===== config.mk =====
export PLATFORM = sky130hd
export DESIGN_NAME = sub_serial
export DESIGN_NICKNAME = d
export VERILOG_FILES = /design/src/rtl/alu4_pkg.sv /design/src/rtl/sub_serial_sub1.sv /design/src/rtl/sub_serial.sv
export SDC_FILE = /design/constraint.sdc
export NUM_CORES = 1
export LEC_CHECK = 0
export ABC_CLOCK_PERIOD_IN_PS = 1600
export BUFFER_PORTS_ARGS = -buffer_cell sky130_fd_sc_hd__buf_2
export CORE_UTILIZATION = 51
export DETAILED_ROUTE_END_ITERATION = 12
export HOLD_SLACK_MARGIN = 0.1
export PLACE_DENSITY = 0.76
export SYNTH_ARGS = -nofsm -noshare
export SYNTH_HDL_FRONTEND = slang
export SYNTH_HIERARCHICAL = 1
export SYNTH_SLANG_ARGS = --single-unit

===== constraint.sdc =====
create_clock -name clk -period 1.6 [get_ports clk]
set_clock_uncertainty 0.05 [all_clocks]
set_input_delay 0.4 -clock clk [delete_from_list [all_inputs] [get_ports clk]]
set_output_delay 0.4 -clock clk [all_outputs]
set_load 0.05 [all_outputs]

===== src/rtl/alu4_pkg.sv =====
// Shared definitions for the alu4 arithmetic path: default width and the
// bit-serial subtractor FSM encoding.
package alu4_pkg;

  localparam int unsigned ALU_WIDTH = 4;

  typedef enum logic [1:0] {
    SUB_IDLE  = 2'd0,
    SUB_SHIFT = 2'd1,
    SUB_DONE  = 2'd2
  } sub_state_t;

endpackage


===== src/rtl/sub_serial_sub1.sv =====
// Gate cells and the combinational 1-bit full subtractor sub1 built from them.
module xor2 (
  input  logic a,
  input  logic b,
  output logic y
);
  assign y = a ^ b;
endmodule

module and2 (
  input  logic a,
  input  logic b,
  output logic y
);
  assign y = a & b;
endmodule

module or2 (
  input  logic a,
  input  logic b,
  output logic y
);
  assign y = a | b;
endmodule

module sub1 (
  input  logic a,
  input  logic b,
  input  logic borrow_in,
  output logic out,
  output logic borrow_out
);

  logic ab_x;
  logic gen_b;
  logic prop_b;

  xor2 u_x0 (.a(a),     .b(b),         .y(ab_x));
  xor2 u_x1 (.a(ab_x),  .b(borrow_in), .y(out));

  // Borrow generated when a=0,b=1; propagated when a==b.
  and2 u_a0 (.a(~a),    .b(b),         .y(gen_b));
  and2 u_a1 (.a(~ab_x), .b(borrow_in), .y(prop_b));
  or2  u_o0 (.a(gen_b), .b(prop_b),    .y(borrow_out));

endmodule


===== src/rtl/sub_serial.sv =====
// Bit-serial two's-complement subtractor: diff = a - b - borrow_in, LSB first.
// Optional overflow/zero flags are built when SUB_SERIAL_FLAGS_EN is defined.
module sub_serial
  import alu4_pkg::*;
#(
  parameter int unsigned WIDTH = ALU_WIDTH
) (
  input  logic             clk,
  input  logic             rst_n,
  input  logic             in_valid,
  output logic             in_ready,
  input  logic [WIDTH-1:0] a,
  input  logic [WIDTH-1:0] b,
  input  logic             borrow_in,
  output logic             out_valid,
  input  logic             out_ready,
  output logic [WIDTH-1:0] diff,
  output logic             borrow_out,
  output logic             overflow,
  output logic             zero
);

  localparam int unsigned CNT_W = $clog2(WIDTH + 1);

  sub_state_t       state;
  sub_state_t       state_next;
  logic [WIDTH-1:0] a_sr;
  logic [WIDTH-1:0] b_sr;
  logic [WIDTH-1:0] res;
  logic             br;
  logic [CNT_W-1:0] cnt;
  logic             accept;
  logic             shift_en;
  logic             last_bit;
  logic             bit_d;
  logic             bit_br;

  sub1 u_sub1 (
    .a         (a_sr[0]),
    .b         (b_sr[0]),
    .borrow_in (br),
    .out       (bit_d),
    .borrow_out(bit_br)
  );

  // State register.
  always_ff @(posedge clk) begin
    if (!rst_n) state <= SUB_IDLE;
    else        state <= state_next;
  end

  // Next-state and datapath control.
  always_comb begin
    state_next = state;
    accept     = 1'b0;
    shift_en   = 1'b0;
    last_bit   = 1'b0;
    case (state)
      SUB_IDLE: begin
        if (in_valid && in_ready) begin
          accept     = 1'b1;
          state_next = SUB_SHIFT;
        end
      end
      SUB_SHIFT: begin
        shift_en = 1'b1;
        if (cnt == CNT_W'(WIDTH - 1)) begin
          last_bit   = 1'b1;
          state_next = SUB_DONE;
        end
      end
      SUB_DONE: begin
        if (out_valid && out_ready) state_next = SUB_IDLE;
      end
      default: state_next = SUB_IDLE;
    endcase
  end

  // Operand/result shift registers, borrow chain and handshake outputs.
  always_ff @(posedge clk) begin
    if (!rst_n) begin
      a_sr       <= '0;
      b_sr       <= '0;
      res        <= '0;
      br         <= 1'b0;
      cnt        <= '0;
      borrow_out <= 1'b0;
      in_ready   <= 1'b1;
      out_valid  <= 1'b0;
    end else begin
      in_ready  <= (state_next == SUB_IDLE);
      out_valid <= (state_next == SUB_DONE);
      if (accept) begin
        a_sr <= a;
        b_sr <= b;
        br   <= borrow_in;
        cnt  <= '0;
      end else if (shift_en) begin
        res  <= {bit_d, res[WIDTH-1:1]};
        a_sr <= a_sr >> 1;
        b_sr <= b_sr >> 1;
        br   <= bit_br;
        cnt  <= cnt + CNT_W'(1);
        if (last_bit) borrow_out <= bit_br;
      end
    end
  end

  assign diff = res;

`ifdef SUB_SERIAL_FLAGS_EN
  logic ovf_q;
  logic zero_q;

  // Flags settle on the final shift edge, together with the last result bit.
  always_ff @(posedge clk) begin
    if (!rst_n) begin
      ovf_q  <= 1'b0;
      zero_q <= 1'b0;
    end else if (last_bit) begin
      ovf_q  <= br ^ bit_br;
      zero_q <= ({bit_d, res[WIDTH-1:1]} == '0);
    end
  end

  assign overflow = ovf_q;
  assign zero     = zero_q;
`else
  assign overflow = 1'b0;
  assign zero     = 1'b0;
`endif

endmodule

==> impl_results.md <==
- Crit path launch: a_sr[0]
- Reg-to-Reg Start: a_sr[0]
- Max-Cap Viols: 0
- Startpoint class of the critical path: flip-flop
- Crit path to: borrow_out
- Dpl hpwl: 1.13 mm
- Min Tclk post-route: 1480 ps
- Post-route antenna net violation count: 0
- Core area: 0.00173 mm^2
- Required @ worst endpoint: 1770 ps
- Crit path arrival time: 1650 ps
- Ant. Diodes: 0
- Max FO, Critical Path: 3
- Commonest non-fill, non-tap cell in the layout: dfxtp_1
- 1st-iter DRT viols: 13
- Critical path depth in cells: 6
- Area delta synth->final: 13.6%
- Vias in the first global route: 660
- Clk Latency, worst-skew pair: 300 ps
- Setup TNS: 0 ps
- Total power: 0.00103 W
- Die height: 44.9 um
- Global-route wire length before repair: 2.72 mm
- Sequential area share after synthesis: 0.448
- CTS resizes: 0
- Hold Path Class: in -> reg
- Clk slew on worst S/H paths: 120 ps
- CP max-delay cell: dfxtp_1
- Cts bufs inserted: 3
- CTS tree: yes
- Synth Area per Inst: 8.69 um^2
- Post-Syn Area: 938 um^2
- Peak supply drop: 0.577 mV
- WP buf/inv: 1
- Max-slew violation count: 0
- Root buf cell: clkbuf_4
- Hold buffer count at cts: 0
- Reg-to-Reg End: borrow_out
- Routability cong.: 0.713
- I/O Pins: 22
- Crit-path leading delay family: simple AND/OR/NAND/NOR gates
- All-Layer GR Usage: 0.185
- Clock buffer depth: 2
- Residual DRC: 0
- RSZ-0062 raised after global routing: no
- H-tree depth: 1
- Mapped Cells: 108
- Drt total wl: 1.64 mm
- Postcts setup bufs: 0
- First-pass DRT Iterations: 4
- GRT overflow: 0
- R2R depth: 6
- Die ar.: 0.00202 mm^2
- Final Cycle Share: 0.925
- FF-to-FF setup slack: 120 ps
- Pwr dens: 969 mW/mm^2
- Initial antenna violation count: 0
- Starting Density: 0.543
- Final Util: 0.617
- Status: complete, no violations
- DR vias/cell: 5.07
- Pin count of the biggest net entering global routing: 20
- Fin. Hold Viols: 0
- CP Cell Sequence: xor2_1, inv_1, and2_1, or2_1, and3_1, o21a_1
- Fmax: 0.676 GHz
- Port bufs: 19
- Fraction of layout cells with a size suffix above 1: 0.220
- Yosys reg bits: 21
- WL/cell: 10.8 um
- Crit path largest cell delay: 390 ps
- Final Net Count: 143
- # clock sinks: 21
- Synth cell types: 29
- Most frequent cells in the layout: 21 x dfxtp_1, 19 x buf_2, 17 x nand2_1
- CP Capture Type: flip-flop
- Placement Rows: 15
- Kind of critical path: reg -> reg
- Synthesis warning total: 6
- Via Count: 771
- Die extent in x: 44.9 um
- Leakage power: 0.452 nW
- Final setup viols: 0
## kinds of logic (layout without fill, tap and decap cells)
kind of cell	after synthesis	in the layout	synth area share
and+or+nand+nor	37	37	0.203
AOI/OAI and AO/OA	32	32	0.215
DFF	21	21	0.448
buffers and inverters	12	30	0.0760
xor gates and xnor gates	3	3	0.0280
adders and majority gates	2	2	0.0267
other	1	2	0.00400
## tightest hold or removal path, stage by stage
cell and delay [ps]:
buf_2 90, nand2_1 40, a21boi_0 60
## metrics by stage
| step | hold WS [ps] | std cells | setup WS (ps) | cell area [um^2] |
|---|---|---|---|---|
| 3_3_place_gp | 389 | 148 | 168 | 1040 |
| 6_report | 284 | 152 | 120 | 1070 |
| 3_5_place_dp | 394 | 148 | 129 | 1040 |
| 4_1_cts | 273 | 152 | 109 | 1070 |
| 5_1_grt | 299 | 152 | 24.3 | 1070 |
| 2_1_floorplan | 380 | 109 | 191 | 942 |
## worst min path at each step
stage	cells past startpoint	slack, ps	endpoint	startpoint
after global routing	3	300	b_sr[3]	b[3]
after detailed placement	2	390	b_sr[1]	b_sr[2]
after CTS	3	270	b_sr[3]	b[3]
final	3	280	b_sr[3]	b[3]
after global placement	2	390	b_sr[2]	b_sr[2]
after floorplan	2	380	a_sr[1]	a_sr[2]
## cells in the mapped netlist
cell type	instances	area, um^2
dfxtp_1	21	420
nand2_1	17	63.8
a21oi_1	12	60.1
a21boi_0	9	67.6
nand3_1	5	25.0
and2_1	4	25.0
buf_4	4	30.0
o21ai_0	4	20.0
a22oi_1	3	22.5
buf_2	3	15.0
inv_1	3	11.3
nand2b_1	3	18.8
ha_1	2	25.0
nor2_1	2	7.51
xor2_1	2	17.5
a211oi_1	1	7.51
a21boi_1	1	7.51
a22o_1	1	8.76
and3_1	1	6.26
and4bb_2	1	12.5
buf_6	1	11.3
clkbuf_1	1	3.75
conb_1	1	3.75
nand3b_1	1	7.51
nand4bb_1	1	11.3
nor2b_1	1	6.26
o21a_1	1	7.51
or2_1	1	6.26
xnor2_1	1	8.76
## state kept, by name (all words and copies together) (netlist names)
register	cells
a_sr	4
b_sr	4
borrow_out	1
br	1
cnt	3
diff	4
in_ready	1
out_valid	1
state	2
## routing by layer
layer	track usage	vias up	share of wire
met3	0.0240	2	0.037
met1	0.231	350	0.50
met2	0.315	17	0.46
met5	0	-	0
met4	0.0909	0	0.0073
li1	-	402	-
## power breakdown
part | switching [W] | internal (W) | leakage [nW] | total, W
registers | 0.0000246 | 0.000558 | 0.172 | 0.000582
clock network | 0.000163 | 0.0000932 | 0.0177 | 0.000256
logic | 0.000117 | 0.0000771 | 0.263 | 0.000194
## final cells by class
cell class / instances / area [um^2]
flip-flops and latches: 21 / 420
inverters: 3 / 11.3
clock inverters: 1 / 5.00
well taps: 25 / 31.3
fillers: 180 / 661
clock buffers: 3 / 22.5
repair buffers: 23 / 125
multi-input cells: 76 / 450
(Power assumes the default switching activity.)
